## src/rtl/calc_pkg.sv

```systemverilog
// rtl/calc_pkg.sv - shared opcode, state and key encodings for the calculator sequencer
package calc_pkg;

    typedef enum logic [2:0] {
        OP_ADD = 3'b000,
        OP_SUB = 3'b001,
        OP_MUL = 3'b010,
        OP_DIV = 3'b011,
        OP_AND = 3'b100,
        OP_OR  = 3'b101,
        OP_SHL = 3'b110,
        OP_ASR = 3'b111
    } op_e;

    typedef enum logic [2:0] {
        ENTER_A = 3'd0,
        ENTER_B = 3'd1,
        ISSUE   = 3'd2,
        WAIT    = 3'd3,
        SHOW    = 3'd4
    } state_e;

    localparam logic [3:0] DIGIT_MAX = 4'd9;

endpackage

```

## src/rtl/calc_digit_accum.sv

```systemverilog
// rtl/calc_digit_accum.sv - combinational acc*10+digit with overflow/bad-digit reject
module calc_digit_accum
    import calc_pkg::*;
#(
    parameter int WIDTH = 8
) (
    input  logic [WIDTH-1:0] acc,
    input  logic [3:0]       digit,
    output logic [WIDTH-1:0] acc_next,
    output logic             reject
);

    logic [WIDTH+3:0] acc_w;
    logic [WIDTH+3:0] wide;

    // Four guard bits hold acc*10+9 for any acc, so overflow is just a non-zero top nibble.
    assign acc_w    = {4'b0000, acc};
    assign wide     = (acc_w << 3) + (acc_w << 1) + {{WIDTH{1'b0}}, digit};
    assign reject   = (digit > DIGIT_MAX) || (wide[WIDTH+3:WIDTH] != 4'b0000);
    assign acc_next = reject ? acc : wide[WIDTH-1:0];

endmodule

```

## src/rtl/calc_op_sequencer.sv

```systemverilog
// rtl/calc_op_sequencer.sv - key-entry sequencer feeding the AU; optional result chaining via CALC_CHAIN_EN
module calc_op_sequencer
    import calc_pkg::*;
#(
    parameter int WIDTH   = 8,
    parameter int TIMEOUT = 255
) (
    input  logic             clk,
    input  logic             reset,
    input  logic             digit_valid,
    input  logic [3:0]       digit,
    input  logic             op_valid,
    input  logic [2:0]       op_sel,
    input  logic             eq_valid,
    input  logic             clr_valid,
    input  logic             au_done,
    input  logic [WIDTH-1:0] au_result,
    output logic [WIDTH-1:0] a,
    output logic [WIDTH-1:0] b,
    output logic [2:0]       op,
    output logic             start,
    output logic [WIDTH-1:0] display,
    output logic             busy,
    output logic             error
);

    localparam int CW = $clog2(TIMEOUT + 1);

    state_e           state, state_next;
    logic [WIDTH-1:0] a_next, b_next, display_next;
    logic [2:0]       op_next;
    logic             error_next;
    logic [CW-1:0]    cnt, cnt_next;

    logic             key_clr, key_eq, key_op, key_dig;
    logic [WIDTH-1:0] acc_in, acc_out;
    logic             acc_reject;

    // Same-cycle strobes resolve as clr > eq > op > digit; losers are dropped.
    assign key_clr = clr_valid;
    assign key_eq  = eq_valid & ~clr_valid;
    assign key_op  = op_valid & ~eq_valid & ~clr_valid;
    assign key_dig = digit_valid & ~op_valid & ~eq_valid & ~clr_valid;

    // The single accumulator serves whichever operand is being typed; SHOW starts a fresh A.
    always_comb begin
        acc_in = a;
        case (state)
            ENTER_B: acc_in = b;
            SHOW:    acc_in = '0;
            default: acc_in = a;
        endcase
    end

    calc_digit_accum #(
        .WIDTH(WIDTH)
    ) u_accum (
        .acc     (acc_in),
        .digit   (digit),
        .acc_next(acc_out),
        .reject  (acc_reject)
    );

    // State and datapath registers; everything returns to the entry-ready idle on reset.
    always_ff @(posedge clk or posedge reset) begin
        if (reset) begin
            state   <= ENTER_A;
            a       <= '0;
            b       <= '0;
            op      <= 3'b000;
            display <= '0;
            error   <= 1'b0;
            cnt     <= '0;
        end else begin
            state   <= state_next;
            a       <= a_next;
            b       <= b_next;
            op      <= op_next;
            display <= display_next;
            error   <= error_next;
            cnt     <= cnt_next;
        end
    end

    // Next-state and output decode; a/b/op are only written in the entry states and SHOW,
    // so they stay frozen for the AU from ISSUE through WAIT.
    always_comb begin
        state_next   = state;
        a_next       = a;
        b_next       = b;
        op_next      = op;
        display_next = display;
        error_next   = error;
        cnt_next     = cnt;
        start        = 1'b0;
        busy         = 1'b0;

        case (state)
            ISSUE: begin
                start = 1'b1;
                busy  = 1'b1;
            end
            WAIT: begin
                busy = 1'b1;
            end
            default: begin
            end
        endcase

        if (key_clr) begin
            state_next   = ENTER_A;
            a_next       = '0;
            b_next       = '0;
            op_next      = 3'b000;
            display_next = '0;
            error_next   = 1'b0;
            cnt_next     = '0;
        end else begin
            case (state)
                ENTER_A: begin
                    if (key_op) begin
                        op_next    = op_sel;
                        b_next     = '0;
                        state_next = ENTER_B;
                    end else if (key_dig && !acc_reject) begin
                        a_next       = acc_out;
                        display_next = acc_out;
                    end
                end
                ENTER_B: begin
                    if (key_eq) begin
                        if (op == OP_DIV && b == '0) begin
                            error_next   = 1'b1;
                            display_next = '0;
                            state_next   = SHOW;
                        end else begin
                            state_next = ISSUE;
                        end
                    end else if (key_op) begin
                        op_next = op_sel;
                    end else if (key_dig && !acc_reject) begin
                        b_next       = acc_out;
                        display_next = acc_out;
                    end
                end
                ISSUE: begin
                    cnt_next   = '0;
                    state_next = WAIT;
                end
                WAIT: begin
                    if (au_done) begin
                        display_next = au_result;
                        state_next   = SHOW;
                    end else if (cnt == CW'(TIMEOUT)) begin
                        error_next   = 1'b1;
                        display_next = '0;
                        state_next   = SHOW;
                    end else begin
                        cnt_next = cnt + 1'b1;
                    end
                end
                SHOW: begin
                    if (key_op) begin
`ifdef CALC_CHAIN_EN
                        if (!error) begin
                            a_next     = display;
                            op_next    = op_sel;
                            b_next     = '0;
                            state_next = ENTER_B;
                        end
`else
                        state_next = SHOW;
`endif
                    end else if (key_dig && !acc_reject) begin
                        a_next       = acc_out;
                        b_next       = '0;
                        display_next = acc_out;
                        state_next   = ENTER_A;
                    end
                end
                default: begin
                    state_next = ENTER_A;
                end
            endcase
        end
    end

endmodule

```

## config.mk

```make
export PLATFORM = sky130hd
export DESIGN_NAME = calc_op_sequencer
export DESIGN_NICKNAME = d
export VERILOG_FILES = /design/src/rtl/calc_pkg.sv /design/src/rtl/calc_digit_accum.sv /design/src/rtl/calc_op_sequencer.sv
export SDC_FILE = /design/constraint.sdc
export NUM_CORES = 1
export LEC_CHECK = 0
export BUFFER_PORTS_ARGS = -buffer_cell sky130_fd_sc_hd__buf_2
export CORE_MARGIN = 3
export CORE_UTILIZATION = 25
export DETAILED_ROUTE_END_ITERATION = 16
export PLACE_DENSITY_LB_ADDON = 0.25
export SYNTH_ARGS = -nofsm -noshare
export SYNTH_HDL_FRONTEND = slang
export SYNTH_HIERARCHICAL = 1
export SYNTH_SLANG_ARGS = --single-unit
```

## constraint.sdc

```tcl
create_clock -name clk -period 11.93 [get_ports clk]
set_input_delay 1.193 -clock clk [delete_from_list [all_inputs] [get_ports clk]]
set_output_delay 1.193 -clock clk [all_outputs]
set_load 0.02 [all_outputs]
```

=== Yosys cells after proc, flatten, opt, wreduce, memory -nomap -nowiden ===
Index checks and enable logic that the tools add are counted.

* Bits of input ports: 22
* Bits in registers: 39
* Word-level logic and storage cells: 109

* Bitwise logic cells: 9
* $add $sub $neg: 3
* Eq/ne operators: 21
* Multiplexer cells: 45
* $lt $le $gt $ge: 1
* Reduce and logical (&&, ||, !) cells: 23

{| class="wikitable"
|+ Operators with widths
! kind !! count
|-
| 8-bit 2-to-1 mux || 20
|-
| 8-bit case mux with 3 select lines || 2
|-
| 3-bit 2-to-1 mux || 11
|-
| 3-bit inequality test, second input constant || 11
|-
| 8-bit case mux with 2 select lines || 2
|-
| 3-bit case mux with 5 select lines || 1
|-
| 11-bit by 9-bit adder with 12-bit output || 1
|-
| 12-bit by 4-bit adder with 12-bit output || 1
|-
| 4-bit inequality test, second input constant || 3
|-
| 4-bit nonzero test || 3
|-
| 3-bit by 2-bit == test with 1-bit output, second input constant || 3
|-
| 3-bit AND reduction || 3
|-
| 3-bit nonzero test || 3
|-
| 8-bit by 1-bit adder with 8-bit output, second input constant || 1
|-
| 8-bit == test, second input constant || 1
|-
| 8-bit logical NOT || 1
|-
| 1-bit 2-to-1 mux || 7
|-
| 7-bit AND reduction || 1
|-
| 1-bit bitwise AND || 6
|-
| 3-bit case mux with 2 select lines || 1
|-
| 5-bit AND reduction || 1
|-
| 4-bit > comparator, second input constant || 1
|-
| 4-bit AND reduction || 1
|-
| 2-bit nonzero test || 2
|-
| other kinds (11) || 15
|}

=== Depth between registers and ports, before layout ===
* Word-level depth: 13
* Depth in mapped cells: 18
* Mapped depth without buffers: 16

=== By module ===
The synthesis kept the hierarchy.

{| class="wikitable"
|+ Modules (own cells, without submodules)
! module !! cells each !! area each (um^2) !! seq. area each (um^2) !! times used
|-
| calc_op_sequencer || 268 || 2,368.5 || 975.9 || 1
|-
| calc_digit_accum || 70 || 598.1 || 0.0 || 1
|}

=== Least setup slack after synthesis ===
OpenSTA, ideal clock, no wires.

* Kind: reg-to-reg
* Start point: register state[2]
* End point: register display[7]
* Slack: 7.513 ns
* Path buffers: 2
* Stages on the path, launching flop included: 18
* Setup time: 0.126 ns
* Arrival: 4.292 ns
* Period minus slack after synthesis: 4.417 ns
* Cell sequence: dfrtp_1 > clkbuf_1 > buf_1 > o21ai_1 > a22o_1 > inv_1 > fa_1 > inv_1 > ha_1 > a21oi_1 > nor2b_1 > a311o_1 > a311oi_2 > nand4_4 > nor2_8 > mux2i_1 > o21ai_0 > a221o_1

* Cells in the longest elaborated chain, start to end: 13
* Elaborated cells between the ends (all ways): 22
* Those cells by class: add/sub: 2; eq/ne: 5; mux: 7; reduce/logical: 8

{| class="wikitable"
|+ Ends and longest elaborated chain
! item !! line !! RTL
|-
| from (decl) || calc_op_sequencer.sv:29 || <nowiki>state_e state, state_next;</nowiki>
|-
| from (signal assigned) || calc_op_sequencer.sv:75 || <nowiki>state <= state_next;</nowiki>
|-
| 3-bit == test or 3-bit by 1-bit == test with 1-bit output (tied branches) || calc_op_sequencer.sv:48 || <nowiki>case (state)</nowiki>
|-
| 8-bit case mux with 2 select lines (*) || calc_op_sequencer.sv:48 ||
|-
| net acc_in[0] || calc_op_sequencer.sv:36 || <nowiki>logic [WIDTH-1:0] acc_in, acc_out;</nowiki>
|-
| 11-bit by 9-bit adder with 12-bit output (*) || calc_digit_accum.sv:18 || <nowiki>assign wide = (acc_w << 3) + (acc_w << 1) + {{WIDTH{1'b0}}, digit};</nowiki>
|-
| 12-bit by 4-bit adder with 12-bit output (*) || calc_digit_accum.sv:18 ||
|-
| 4-bit nonzero test (*) || calc_digit_accum.sv:19 || <nowiki>assign reject = (digit > DIGIT_MAX) || (wide[WIDTH+3:WIDTH] != 4'b0000);</nowiki>
|-
| 1-bit logical OR (*) || calc_digit_accum.sv:19 ||
|-
| net acc_reject || calc_op_sequencer.sv:37 || <nowiki>logic acc_reject;</nowiki>
|-
| 1-bit logical NOT || calc_op_sequencer.sv:125, calc_op_sequencer.sv:141, calc_op_sequencer.sv:174 ||
|-
| 1-bit logical AND || calc_op_sequencer.sv:125, calc_op_sequencer.sv:141, calc_op_sequencer.sv:174 ||
|-
| 8-bit 2-to-1 mux (*) || calc_op_sequencer.sv:125, calc_op_sequencer.sv:141, calc_op_sequencer.sv:174 ||
|-
| 8-bit 2-to-1 mux (*) || calc_op_sequencer.sv:121 || <nowiki>if (key_op) begin</nowiki>
|-
| 8-bit 2-to-1 mux || calc_op_sequencer.sv:131 || <nowiki>if (key_eq) begin</nowiki>
|-
| 8-bit case mux with 3 select lines (*) || calc_op_sequencer.sv:119 || <nowiki>case (state)</nowiki>
|-
| 8-bit 2-to-1 mux (*) || calc_op_sequencer.sv:110 || <nowiki>if (key_clr) begin</nowiki>
|-
| to (signal assigned) || calc_op_sequencer.sv:79 || <nowiki>display <= display_next;</nowiki>
|-
| to (decl) || calc_op_sequencer.sv:22 || <nowiki>output logic [WIDTH-1:0] display,</nowiki>
|}

The timed path passes the listed nets; every way through them passes the cells marked *.
A chain may end at the register's enable or synchronous reset.

=== Final worst setup path ===
* Start point: register state[1]
* End point: register a[4]

* Cells in the longest elaborated chain, start to end: 11
* Elaborated cells between the ends (all ways): 19
* Those cells by class: add/sub: 2; eq/ne: 2; mux: 6; reduce/logical: 9

{| class="wikitable"
|+ Ends and longest elaborated chain
! item !! line !! RTL
|-
| 3-bit == test or 3-bit by 1-bit == test with 1-bit output (tied branches) || calc_op_sequencer.sv:48 ||
|-
| 8-bit case mux with 2 select lines (*) || calc_op_sequencer.sv:48 ||
|-
| net acc_in[0] || calc_op_sequencer.sv:36 ||
|-
| 11-bit by 9-bit adder with 12-bit output (*) || calc_digit_accum.sv:18 ||
|-
| 12-bit by 4-bit adder with 12-bit output (*) || calc_digit_accum.sv:18 ||
|-
| 4-bit nonzero test (*) || calc_digit_accum.sv:19 ||
|-
| 1-bit logical OR (*) || calc_digit_accum.sv:19 ||
|-
| net acc_reject || calc_op_sequencer.sv:37 ||
|-
| 8-bit 2-to-1 mux || calc_digit_accum.sv:20 || <nowiki>assign acc_next = reject ? acc : wide[WIDTH-1:0];</nowiki>
|-
| 8-bit 2-to-1 mux || calc_op_sequencer.sv:125, calc_op_sequencer.sv:174 ||
|-
| 8-bit 2-to-1 mux || calc_op_sequencer.sv:163 || <nowiki>if (key_op) begin</nowiki>
|-
| 8-bit 2-to-1 mux || -- ||
|-
| 8-bit 2-to-1 mux || calc_op_sequencer.sv:110 ||
|-
| to (signal assigned) || calc_op_sequencer.sv:76 || <nowiki>a <= a_next;</nowiki>
|-
| to (decl) || calc_op_sequencer.sv:18 || <nowiki>output logic [WIDTH-1:0] a,</nowiki>
|}

The timed path passes the listed nets; every way through them passes the cells marked *. The select of a mux whose other input is x is not followed.

==> impl_metrics.json <==
{
  "drive_above_1_share": 0.1990,
  "grt_max_degree": 40,
  "wl_per_cell_um": 16.59,
  "cpPeakStageDelay_ns": 0.75,
  "yosysTopAreaCellShare": 0.3290,
  "synthFlopType": "dfrtp_1",
  "start_util": 0.2576,
  "antenna_cells": 0,
  "io_pins": 52,
  "synth_area_leader_cell": "dfrtp_1",
  "rsz0062_at_grt": "false",
  "routed_wl_mm": 8.710,
  "async_reset_ff_frac": 1.000,
  "critPathLaunchType": "flop",
  "place.gp.congestion": 0.8546,
  "antenna_found_initial": 0,
  "core-area_mm2": 0.01152,
  "rr_worst_depth": 15,
  "power.density_mw_per_mm2": 178.0,
  "reg2reg_slack_ns": 6.72,
  "vias_per_cell": 5.072,
  "hold_buffers": 0,
  "postCtsSetupRepairBufs": 0,
  "skew_ns": 0.001473,
  "grt_usage": 0.1365,
  "synthesis.instances": 338,
  "cap_viol_max_count": 0,
  "place_hpwl_mm": 6.667,
  "vias": 2663,
  "min_from": "cnt[6]$_DFFE_PP0P_",
  "syn2layout_area_growth_pct": 18.56,
  "cts_root_buf": "clkbuf_16",
  "max_slew_margin": 0.3688,
  "postSynthAreaPerCell_um2": 8.777,
  "dieWidth_um": 114.9,
  "crit_family": "compound AO/OA/AOI/OAI gates",
  "worst_pin_slew_ns": 0.9468,
  "synth.most_common_cell": "nand2_1",
  "cts.sinks": 39,
  "hold_viol": 0,
  "cts_max_level": 2,
  "r2r-end": "a[4]$_DFFE_PP0P_",
  "period_needed_ns": 5.207,
  "drt_iter0_drc": 181,
  "grt_pass1_vias": 2648,
  "peakVddDrop_uv": 67.38,
  "die_h_um": 114.9,
  "io_buffers": 51,
  "worst_path_max_delay_cell": "a21oi_1",
  "min_to": "cnt[6]$_DFFE_PP0P_",
  "cp.buffers_inverters": 3,
  "yosys_warnings": 6,
  "numCtsBuffers": 5,
  "clk_pin_slew_ns": 0.06,
  "synth_seq_cells": 39,
  "place_ws_ns": 6.778,
  "nets": 421,
  "ys_seq_area_frac": 0.3290,
  "ctsResizeCount": 0,
  "synth_area_leaders": "dfrtp_1 (33%), a22o_1 (7.1%), ha_1 (6.7%), o21ai_0 (6.4%), nand2_1 (5.1%)",
  "max_freq_ghz": 0.1920,
  "std_cell_rows": 39,
  "maxSlewViolCount": 0,
  "gr-total-overflow": 0,
  "path_max_fanout": 17,
  "dieArea_mm2": 0.01321,
  "r2r-start": "state[1]$_DFFE_PP0P_",
  "path_cells": "clkinv_1 -> o21ai_1 -> a22o_1 -> inv_1 -> fa_1 -> inv_1 -> ha_1 -> a21oi_1 -> nor2b_1 -> a311o_1 -> or3_1 -> nand4_4 -> nor2_8 -> a21oi_1 -> o21ai_0",
  "synthTopCellsByCount": "nand2_1 (40), dfrtp_1 (39), o21ai_0 (38)",
  "hold_depth": 1,
  "synth_area_mm2": 0.002967,
  "grt_pass1_wl_mm": 14.37,
  "worst_slack_ns": 6.723,
  "status": "finished, final reports clean",
  "hold_class": "reg -> reg",
  "ant_nets": 0,
  "end_kind": "flop",
  "yosysUniqueCellTypes": 57,
  "drc": 0,
  "fin_tns_setup_ns": 0,
  "clockBufferDepth": 2,
  "drt_pass1_iterations": 4,
  "critPathArrivalTime_ns": 5.33,
  "crit_cells": 15,
  "finalCritPeriodShare": 0.4365,
  "clock_insertion_delay_worst_skew_ns": 0.28,
  "setup_violations": 0,
  "synth_nets": 378,
  "cts_tree": "yes",
  "critPathKind": "reg -> reg",
  "p_leak_uw": 0.001672,
  "required_ns": 12.05,
  "synth_edf_count": 0
}
==> layer usage <==
| layer | global-route usage | routed length (um) | share of wire | up-vias |
|---|---|---|---|---|
| met5 | 0 | 0 | 0 | - |
| met4 | 0.03678 | 131 | 0.015 | 0 |
| met3 | 0.02211 | 340 | 0.039 | 12 |
| met2 | 0.2153 | 3982 | 0.46 | 64 |
| met1 | 0.1939 | 4256 | 0.49 | 1269 |
| li1 | - | - | - | 1318 |
==> layout by cell type, fill, tap and decap left out, types with 3 or more instances in the layout <==
cell	count
mux2_2	4
mux2i_1	13
and3_1	3
ha_1	16
nor2_1	16
nand2b_1	10
nor3_1	5
o21ai_1	6
nand2_1	40
a21oi_1	18
a21o_1	7
xnor2_1	4
a22o_1	24
clkbuf_16	5
nand3_1	5
nor2b_1	16
dfrtp_1	39
o21ai_0	38
buf_2	51
inv_1	11
o31ai_1	4
==> worst max path at each step <==
stage,start,end
5_1_grt,state[1]$_DFFE_PP0P_,a[0]$_DFFE_PP0P_
3_5_place_dp,state[1]$_DFFE_PP0P_,a[4]$_DFFE_PP0P_
4_1_cts,state[1]$_DFFE_PP0P_,a[4]$_DFFE_PP0P_
6_report,state[1]$_DFFE_PP0P_,a[4]$_DFFE_PP0P_
2_1_floorplan,state[2]$_DFFE_PP0P_,display[7]$_DFFE_PP0P_
3_3_place_gp,state[1]$_DFFE_PP0P_,b[6]$_DFFE_PP0P_
==> sequential cells by signal, indices dropped and copies added, names as in the netlist <==
| register | count |
|---|---|
| display | 8 |
| a | 8 |
| cnt | 8 |
| state | 3 |
| b | 8 |
| op | 3 |
| error | 1 |
==> layout make-up <==
| cell class | instances | area (um^2) |
|---|---|---|
| repair buffers | 53 | 270.3 |
| multi-input cells | 270 | 1873 |
| well taps | 143 | 178.9 |
| flip-flops and latches | 39 | 975.9 |
| inverters | 12 | 45.04 |
| clock buffers | 6 | 138.9 |
| fillers | 1240 | 7999 |
| clock inverters | 2 | 35.03 |
==> where the power goes <==
part / leakage [uW] / internal [uW] / switching (uW) / total (uW)
Clock: 0.0000868 / 104 / 55.0 / 159
Sequential: 0.000540 / 145 / 20.8 / 166
Combinational: 0.00105 / 114 / 187 / 301
Total: 0.00167 / 363 / 263 / 626
==> kinds of logic after synthesis <==
group,Yosys count,share of synthesized area
buffers and inverters,29,0.03964
adders and majority gates,18,0.08098
DFF,39,0.3290
muxes,19,0.06664
AOI/OAI and AO/OA,113,0.2535
and+or+nand+nor,116,0.2185
xor gates and xnor gates,4,0.01181
==> per-stage QoR <==
| stage | total power (uW) | cell area, um^2 | hold WS, ns | util | instances |
|---|---|---|---|---|---|
| 2_1_floorplan | 373.5 | 2967 | 0.4614 | - | 338 |
| 3_3_place_gp | 467.2 | 3343 | 0.4928 | 0.2903 | 517 |
| 3_5_place_dp | 468.0 | 3343 | 0.4912 | 0.2903 | 517 |
| 4_1_cts | 629.1 | 3517 | 0.5004 | 0.3054 | 525 |
| 5_1_grt | 665.6 | 3517 | 0.5290 | 0.3054 | 525 |
| 6_report | 625.9 | 3517 | 0.5027 | 0.3054 | 525 |
No activity file was read; power rests on OpenSTA's default activity.
